$ cat config.mk
export PLATFORM = sky130hd
export DESIGN_NAME = lsu_axi_lite_master
export DESIGN_NICKNAME = d
export VERILOG_FILES = /design/src/rtl/lsu_axi_lite_master_pkg.sv /design/src/rtl/lsu_data_align.sv /design/src/rtl/lsu_axi_lite_master.sv
export SDC_FILE = /design/constraint.sdc
export NUM_CORES = 1
export LEC_CHECK = 0
export ABC_AREA = 1
export BUFFER_PORTS_ARGS = -buffer_cell sky130_fd_sc_hd__buf_2
export CAP_MARGIN = 20
export CORE_MARGIN = 4
export CORE_UTILIZATION = 53
export DETAILED_ROUTE_END_ITERATION = 10
export HOLD_SLACK_MARGIN = 0.05
export PLACE_DENSITY = 0.87
export REMOVE_ABC_BUFFERS = 1
export SYNTH_ARGS = -nofsm -noshare
export SYNTH_HDL_FRONTEND = slang
export SYNTH_SLANG_ARGS = --single-unit
export TNS_END_PERCENT = 30
$ cat constraint.sdc
create_clock -name clk -period 7.9 [get_ports clk]
set_clock_uncertainty 0.2 [all_clocks]
set_input_delay 0 -clock clk [delete_from_list [all_inputs] [get_ports clk]]
set_output_delay 0 -clock clk [all_outputs]
set_load 0.05 [all_outputs]
$ cat src/rtl/lsu_axi_lite_master_pkg.sv
// Shared definitions for the load/store unit AXI4-Lite master.
//   - funct3 load/store encodings (size in [1:0], unsigned flag in [2])
//   - AXI response codes
//   - FSM state encoding
//   - latched request record and misalignment helper
package lsu_axi_lite_master_pkg;

  localparam logic [2:0] F3_B  = 3'b000;  // LB / SB
  localparam logic [2:0] F3_H  = 3'b001;  // LH / SH
  localparam logic [2:0] F3_W  = 3'b010;  // LW / SW
  localparam logic [2:0] F3_BU = 3'b100;  // LBU
  localparam logic [2:0] F3_HU = 3'b101;  // LHU

  localparam logic [1:0] RESP_OKAY   = 2'b00;
  localparam logic [1:0] RESP_SLVERR = 2'b10;

  typedef enum logic [2:0] {
    ST_IDLE    = 3'd0,
    ST_RD_ADDR = 3'd1,
    ST_RD_DATA = 3'd2,
    ST_WR      = 3'd3,
    ST_WR_RESP = 3'd4,
    ST_DONE    = 3'd5
  } state_t;

  // Request fields captured when a transaction opens.
  typedef struct packed {
    logic [31:0] addr;
    logic [2:0]  funct3;
  } req_t;

  // Halfwords need an even address, words a 4-byte aligned one.
  function automatic logic is_misaligned(input logic [2:0] f3, input logic [1:0] off);
    case (f3[1:0])
      2'b01:   return off[0];
      2'b10:   return off != 2'b00;
      default: return 1'b0;
    endcase
  endfunction

endpackage

$ cat src/rtl/lsu_data_align.sv
// Combinational lane steering for the LSU.
//   Store side: st_funct3/st_off/st_data -> st_strb (byte enables) and
//               st_wdata (store data replicated onto every lane it may hit).
//   Load side:  ld_word shifted down by the byte offset, then sign- or
//               zero-extended according to ld_funct3 -> ld_data.
module lsu_data_align
  import lsu_axi_lite_master_pkg::*;
(
  input  logic [2:0]  st_funct3,
  input  logic [1:0]  st_off,
  input  logic [31:0] st_data,
  output logic [3:0]  st_strb,
  output logic [31:0] st_wdata,
  input  logic [2:0]  ld_funct3,
  input  logic [1:0]  ld_off,
  input  logic [31:0] ld_word,
  output logic [31:0] ld_data
);

  logic [31:0] ld_shift;

  // Replicating the data means the slave picks the right lane via wstrb alone.
  always_comb begin
    st_strb  = 4'b1111;
    st_wdata = st_data;
    case (st_funct3[1:0])
      2'b00: begin
        st_strb  = 4'b0001 << st_off;
        st_wdata = {4{st_data[7:0]}};
      end
      2'b01: begin
        st_strb  = st_off[1] ? 4'b1100 : 4'b0011;
        st_wdata = {2{st_data[15:0]}};
      end
      default: begin
        st_strb  = 4'b1111;
        st_wdata = st_data;
      end
    endcase
  end

  assign ld_shift = ld_word >> {ld_off, 3'b000};

  always_comb begin
    ld_data = ld_word;
    case (ld_funct3)
      F3_B:    ld_data = {{24{ld_shift[7]}}, ld_shift[7:0]};
      F3_H:    ld_data = {{16{ld_shift[15]}}, ld_shift[15:0]};
      F3_BU:   ld_data = {24'h0, ld_shift[7:0]};
      F3_HU:   ld_data = {16'h0, ld_shift[15:0]};
      default: ld_data = ld_word;
    endcase
  end

endmodule

$ cat src/rtl/lsu_axi_lite_master.sv
// MEM-stage load/store unit: converts one load or store into a single
// AXI4-Lite transaction and holds the pipeline (mem_read_write) until done.
//   clk, rst            : clock, asynchronous active-high reset
//   mem_read/mem_write  : MEM-stage request, held stable while stalled
//   funct3, addr, wdata : access size/sign, byte address, LSB-aligned store data
//   mem_read_write      : stall to hazard unit
//   rdata               : extended load result, valid in DONE
//   misaligned, bus_err : one-cycle pulses in DONE
//   aw*/w*/b*/ar*/r*    : AXI4-Lite master channels
module lsu_axi_lite_master
  import lsu_axi_lite_master_pkg::*;
#(
  parameter int ADDR_WIDTH = 32
) (
  input  logic                  clk,
  input  logic                  rst,
  input  logic                  mem_read,
  input  logic                  mem_write,
  input  logic [2:0]            funct3,
  input  logic [31:0]           addr,
  input  logic [31:0]           wdata,
  output logic                  mem_read_write,
  output logic [31:0]           rdata,
  output logic                  misaligned,
  output logic                  bus_err,
  output logic [ADDR_WIDTH-1:0] awaddr,
  output logic                  awvalid,
  output logic [2:0]            awprot,
  input  logic                  awready,
  output logic [31:0]           wdata_o,
  output logic [3:0]            wstrb,
  output logic                  wvalid,
  input  logic                  wready,
  input  logic                  bvalid,
  input  logic [1:0]            bresp,
  output logic                  bready,
  output logic [ADDR_WIDTH-1:0] araddr,
  output logic                  arvalid,
  output logic [2:0]            arprot,
  input  logic                  arready,
  input  logic                  rvalid,
  input  logic [31:0]           rdata_i,
  input  logic [1:0]            rresp,
  output logic                  rready
);

  state_t      state, state_nxt;
  req_t        req_q;
  logic [3:0]  wstrb_q;
  logic [31:0] wdata_q;
  logic [31:0] rdata_q;
  logic        mis_q, err_q;
  logic        aw_done, w_done;

  logic        req, mis_req;
  logic [3:0]  st_strb;
  logic [31:0] st_wdata, ld_data;

  assign req     = mem_read | mem_write;
  assign mis_req = is_misaligned(funct3, addr[1:0]);

  // Store lanes come from the live request (latched on accept); load
  // extraction uses the latched request against the incoming read data.
  lsu_data_align u_align (
    .st_funct3 (funct3),
    .st_off    (addr[1:0]),
    .st_data   (wdata),
    .st_strb   (st_strb),
    .st_wdata  (st_wdata),
    .ld_funct3 (req_q.funct3),
    .ld_off    (req_q.addr[1:0]),
    .ld_word   (rdata_i),
    .ld_data   (ld_data)
  );

  // State register
  always_ff @(posedge clk or posedge rst) begin
    if (rst) state <= ST_IDLE;
    else     state <= state_nxt;
  end

  // Next state
  always_comb begin
    state_nxt = state;
    case (state)
      ST_IDLE:    if (req) state_nxt = mis_req ? ST_DONE : (mem_read ? ST_RD_ADDR : ST_WR);
      ST_RD_ADDR: if (arready) state_nxt = ST_RD_DATA;
      ST_RD_DATA: if (rvalid) state_nxt = ST_DONE;
      // awvalid is low once aw_done is set, so awready only matters before that
      ST_WR:      if ((aw_done | awready) & (w_done | wready)) state_nxt = ST_WR_RESP;
      ST_WR_RESP: if (bvalid) state_nxt = ST_DONE;
      ST_DONE:    state_nxt = ST_IDLE;
      default:    state_nxt = ST_IDLE;
    endcase
  end

  // State-decoded outputs; the stall is combinational in IDLE so the request
  // cycle itself already holds the pipeline.
  always_comb begin
    arvalid        = 1'b0;
    rready         = 1'b0;
    awvalid        = 1'b0;
    wvalid         = 1'b0;
    bready         = 1'b0;
    mem_read_write = 1'b0;
    case (state)
      ST_IDLE:    mem_read_write = req;
      ST_RD_ADDR: begin arvalid = 1'b1; mem_read_write = 1'b1; end
      ST_RD_DATA: begin rready  = 1'b1; mem_read_write = 1'b1; end
      ST_WR: begin
        awvalid        = ~aw_done;
        wvalid         = ~w_done;
        mem_read_write = 1'b1;
      end
      ST_WR_RESP: begin bready = 1'b1; mem_read_write = 1'b1; end
      default: ;
    endcase
  end

  // Datapath: request latch, write-channel completion flags, result pulses.
  always_ff @(posedge clk or posedge rst) begin
    if (rst) begin
      req_q   <= '0;
      wstrb_q <= '0;
      wdata_q <= '0;
      rdata_q <= '0;
      mis_q   <= 1'b0;
      err_q   <= 1'b0;
      aw_done <= 1'b0;
      w_done  <= 1'b0;
    end else begin
      mis_q <= 1'b0;
      err_q <= 1'b0;
      case (state)
        ST_IDLE: if (req) begin
          if (mis_req) begin
            mis_q   <= 1'b1;
            rdata_q <= '0;
          end else begin
            req_q.addr   <= addr;
            req_q.funct3 <= funct3;
            aw_done      <= 1'b0;
            w_done       <= 1'b0;
            if (mem_write) begin
              wstrb_q <= st_strb;
              wdata_q <= st_wdata;
            end
          end
        end
        ST_RD_DATA: if (rvalid) begin
          rdata_q <= (rresp == RESP_OKAY) ? ld_data : 32'h0;
          err_q   <= rresp != RESP_OKAY;
        end
        ST_WR: begin
          if (awvalid && awready) aw_done <= 1'b1;
          if (wvalid && wready)   w_done  <= 1'b1;
        end
        ST_WR_RESP: if (bvalid) err_q <= bresp != RESP_OKAY;
        default: ;
      endcase
    end
  end

  assign awaddr     = req_q.addr[ADDR_WIDTH-1:0];
  assign araddr     = req_q.addr[ADDR_WIDTH-1:0];
  assign wstrb      = wstrb_q;
  assign wdata_o    = wdata_q;
  assign rdata      = rdata_q;
  assign misaligned = mis_q;
  assign bus_err    = err_q;
  assign awprot     = 3'b000;
  assign arprot     = 3'b000;

endmodule

# Word level (Yosys, flattened, before mapping)
# Index checks and enable logic that the tools add are counted.
# word_totals
regBits	110
latchBits	0
ram_bits	0
rom_bits	0
elab_cells	91
mem_count	0
# op_classes
add_sub_neg	0
multipliers	0
div_mod_pow	0
n_lt_le_gt_ge	0
eq_ne	18
shifts	2
muxes	36
bitwise_logic	7
reduce_logical	18
# ops
op	count
two-way mux 32 bit	4
one-hot mux 32 bit (2 select lines)	2
one-hot mux 32 bit (4 select lines)	1
>> shifter 32 x 5 -> 16 bit	1
two-way mux 3 bit	6
inequality test 2 bit (second input constant)	9
AND reduction 4 bit	4
one-hot mux 3 bit (5 select lines)	1
two-way mux 1 bit	14
one-hot mux 1 bit (2 select lines)	5
nonzero test 2 bit	5
equality test 3 bit (second input constant)	3
one-hot mux 4 bit (2 select lines)	1
equality test 3 x 1 -> 1 bit (second input constant)	2
equality test 3 x 2 -> 1 bit (second input constant)	2
logical NOT 3 bit	2
AND reduction 5 bit	1
logical NOT 2 bit	2
two-way mux 4 bit	1
OR reduction 4 bit	1
left shift 1 x 2 -> 4 bit (first input constant)	1
NOT 1 bit	3
OR 1 bit	3
AND reduction 3 bit	1
5 further kinds	6

# Longest topological paths before layout
# depth
ltp_word	5
ltp_mapped	11
depth_no_buf	10

# By module
# From an unflattened synthesis, not the netlist that was laid out.
# hier_totals
cells_unflattened	966
area_unflattened_um2	6867.8
# modules_own_cells
mod	n_inst	cells_per_inst	area_per_inst_um2	seq_area_each_um2
lsu_axi_lite_master	1	664	5440.2	2752.6
lsu_data_align	1	302	1427.6	0.0

# Worst setup path after synthesis
# OpenSTA, ideal clock, no wires.
# synth_timing
path_type	register -> register
start	reg state[1]
end	reg state[2]
setup_time_ps	66
arrival_ps	1617
t_required_ps	7634
path_slack_ps	6017
stages_incl_launch_ff	9
cell_sequence	dfrtp_1 buf_2 inv_2 nand2_1 nor2_1 a21oi_1 nand2_1 nand3_1 nand2_1
# synth_via
elab_chain_cells	3
word_cells_on_any_way	12
classes_between	eq/ne (9); mux (1); reduce/logical (2)
# synth_lines
element	line	text
from (decl)	lsu_axi_lite_master.sv:47	state_t state, state_nxt;
from (signal assigned)	lsu_axi_lite_master.sv:79	else state <= state_nxt;
equality test 3 x 2 -> 1 bit (tied with other cells)	lsu_axi_lite_master.sv:85	case (state)
inequality test 2 bit (no line)	--	
AND reduction 5 bit (no line)	--	
# Parallel ways exist; a longest one is shown, timed or not.
# A chain may end at the register's enable or synchronous reset.

# Worst setup path in the final report
# layout_timing
start	in funct3[1]
end	reg wdata_q[20], in the netlist wdata_o[20]
# layout_via
elab_chain_cells	4
word_cells_on_any_way	7
classes_between	eq/ne (2); mux (2); bitwise (1); reduce/logical (2)
# layout_lines
element	line	text
from (decl)	lsu_axi_lite_master.sv:19	input logic [2:0] funct3,
equality test 2 bit / equality test 2 x 1 -> 1 bit (equally long branches)	lsu_axi_lite_master_pkg.sv:34, lsu_data_align.sv:26	
one-hot mux 1 bit (2 select lines)	lsu_axi_lite_master_pkg.sv:34	case (f3[1:0])
NOT 1 bit (no line)	--	
AND reduction 4 bit (no line)	--	
to (signal assigned)	lsu_axi_lite_master.sv:146	wdata_q <= st_wdata;
to (decl)	lsu_axi_lite_master.sv:50	logic [31:0] wdata_q;
# Parallel ways exist; a longest one is shown, timed or not.

==> results.cfg <==
[global_routing]
grt_pass1_wl_um = 40300
grt_overflow = 0
antenna_found_initial = 0
grtUsageTotal = 0.386
grt_pass1_vias = 7802
grt_max_degree = 59

[route]
wl_met1_um = 8930
wl_met2_um = 12400
drc_errors = 0
wl_met3_um = 3020
drt_iter0_drc = 1273
vias = 7853
routed.top_layer = met4
wl_per_cell_um = 19.8
first_pass_iters = 6
avgViaCountPerCell = 5.84
finalWirelength_um = 26600
ant_nets = 0

[synth]
yosysUniqueCellTypes = 31
async_flop_share = 1.00
synth-seq-area-share = 0.436
syn_area_um2 = 6310
yosys_register_bits = 110
synth_cells = 877
ys.warnings.count = 0
synth_edf_count = 0
synth_top_flop_cell = dfrtp_1
syn-mean-instance-area_um2 = 7.19

[critical_path]
end_kind = flop
crit_chain = dlygate4sd3_1, buf_2, clkinv_1, ha_1, nand2_1, nand2_1, nand2_1, nand2_2, inv_2, nand2_4, nand2_1, nand2_1, dlygate4sd3_1
slowest_stage = inv_2
cpPeakStageDelay_ps = 700
required_ps = 7940
cp_top_family = buffers and inverters
worstPathMaxFanout = 40
cp.arrival_ps = 4490
path_buf_inv = 5
setup.worst_path.start_class = input port
critPathMostFrequentCell = nand2_1
crit_type = in -> reg

[min_path]
holdCritPathClass = in -> async

[placement]
place.gp.congestion = 0.930
dp_hpwl_um = 12900
pre_cts_ws_ps = 4720
io_buffer_count = 251

[timing]
tightestPinTransition_ps = 835
hold_viol = 0
timing.setup.tns_ps = 0
fin_crit_sh = 0.563
rsz0062_at_grt = false
fmax_ghz = 0.225
layout_setup_ws_ps = 3450
finalSetupViolCount = 0
slew_headroom = 0.443
slew_viol_final = 0
min_period_ps = 4450

[floorplan]
ios = 258
die_area_um2 = 13700
die-height_um = 117
core-area_um2 = 11500
start_util = 0.548
die_x_um = 117
fp-row-count = 39

[clock_tree]
cts_buffers = 9
insertion_delay_ps = 370
cts_hold_buf = 157
cts_tree = yes
cts_setup_buffers = 0
root_buffer = clkbuf_16
h-tree-depth = 3
cts_buffer_depth = 2
cts_resized = 0
clkSinkCount = 110
clkTransAtPathRegs_ps = 90

[power]
power_w = 0.00425
p_leak_nw = 5.15
cellPowerDensity_nw_per_um2 = 476
ir_worst_vdd_v = 0.000623

[finish]
fin_nets = 1311
area_growth_pct = 41.5
fillCellCount = 700
multi_input_area_um2 = 2630
seqCellArea_um2 = 2750
drive_above_1_share = 0.248

[run_status]
status = completed

[run]
max_cap_violations = 0
## cell usage after synthesis, types with 3 or more instances
library cell	count	area, µm²
buf_2	13	65.1
dfrtp_1	110	2750
clkbuf_1	8	30.0
a22o_1	6	52.6
buf_4	77	578
nand3_1	59	295
nand2_1	395	1480
ha_1	3	37.5
buf_6	6	67.6
nor2_1	66	248
nand3_2	4	40.0
o21ai_1	19	95.1
inv_1	42	158
buf_1	3	11.3
a21oi_1	14	70.1
nor2_4	3	33.8
o21ai_0	19	95.1
nand2_2	6	37.5
inv_2	7	26.3
## logic make-up after synthesis
kind of cell	count (synthesis)	share of synthesized area
AND/OR/NAND/NOR	544	0.355
AO/OA/AOI/OAI	61	0.0530
adder cells (fa/ha/maj)	3	0.00595
flip-flops	110	0.436
other	1	0.000594
buffers and inverters	158	0.150
## worst reg2reg max path: cells and delay by family (launching register included)
family,cells,cell delay [ps]
buffers and inverters,2,1290
flip-flops,1,500
AND/OR/NAND/NOR,7,1590
## cell type report
cell class,count,area share
Antenna cell,1,0.000280
Clock inverter,7,0.0112
Timing Repair Buffer,410,0.318
Inverter,51,0.0217
Multi-Input combinational cell,614,0.295
Tap cell,143,0.0200
Clock buffer,9,0.0252
Sequential cell,110,0.308
## worst paths after layout
check                               start           to  slack [ps]  cells after the start
worst max-delay path            funct3[1]  wdata_o[20]        3450                     13
worst min-delay path                  rst   araddr[22]         110                      3
worst max register to register   state[0]  wdata_o[20]        4200                      9
worst min register to register  rdata[17]    rdata[17]         280                      2
max in group asynchronous             rst   wdata_o[5]        6210                      4
min in group clk                 rresp[0]    rdata[27]         170                      7
## power by group
group	switching, W	internal [W]	total [W]
clock	0.000247	0.000257	0.000505
combinational	0.00202	0.000622	0.00264
sequential	0.000273	0.000824	0.00110
total	0.00254	0.00170	0.00425
## routing by layer
| layer | GRT usage | vias up |
|---|---|---|
| li1 | - | 3273 |
| met2 | 0.631 | 798 |
| met4 | 0.253 | 0 |
| met1 | 0.444 | 3532 |
| met3 | 0.107 | 250 |
| met5 | 0 | - |
## sequential cells by signal, summed over array words and instances, names as in the netlist
name and flops:
araddr 32, rdata 32, wdata_o 32, wstrb 4, req_q 3, state 3, aw_done 1, bus_err 1
misaligned 1, w_done 1
## cell usage in the layout (no fill, tap or decap), types with 4 or more instances in the layout
master           n
o21ai_0         19
conb_1           6
nor2_1          66
a21oi_1         14
inv_1           41
clkbuf_16        9
a22o_1           6
dfrtp_1        110
nand3_2          4
nand3_1         59
inv_2            7
nand2_1        395
buf_2          251
o21ai_1         19
dlygate4sd3_1  157
nand2_2          6
## per-stage QoR
stage               utilization  cells  hold WS [ps]  instance area [µm²]
floorplan                     -    775         -90.4                 5580
global placement          0.610   1171         -29.3                 7030
detailed placement        0.610   1171         -28.3                 7030
CTS                       0.775   1344           134                 8920
global route              0.775   1344           169                 8920
finish                    0.775   1345           107                 8930
No activity file was read; power rests on OpenSTA's default activity.
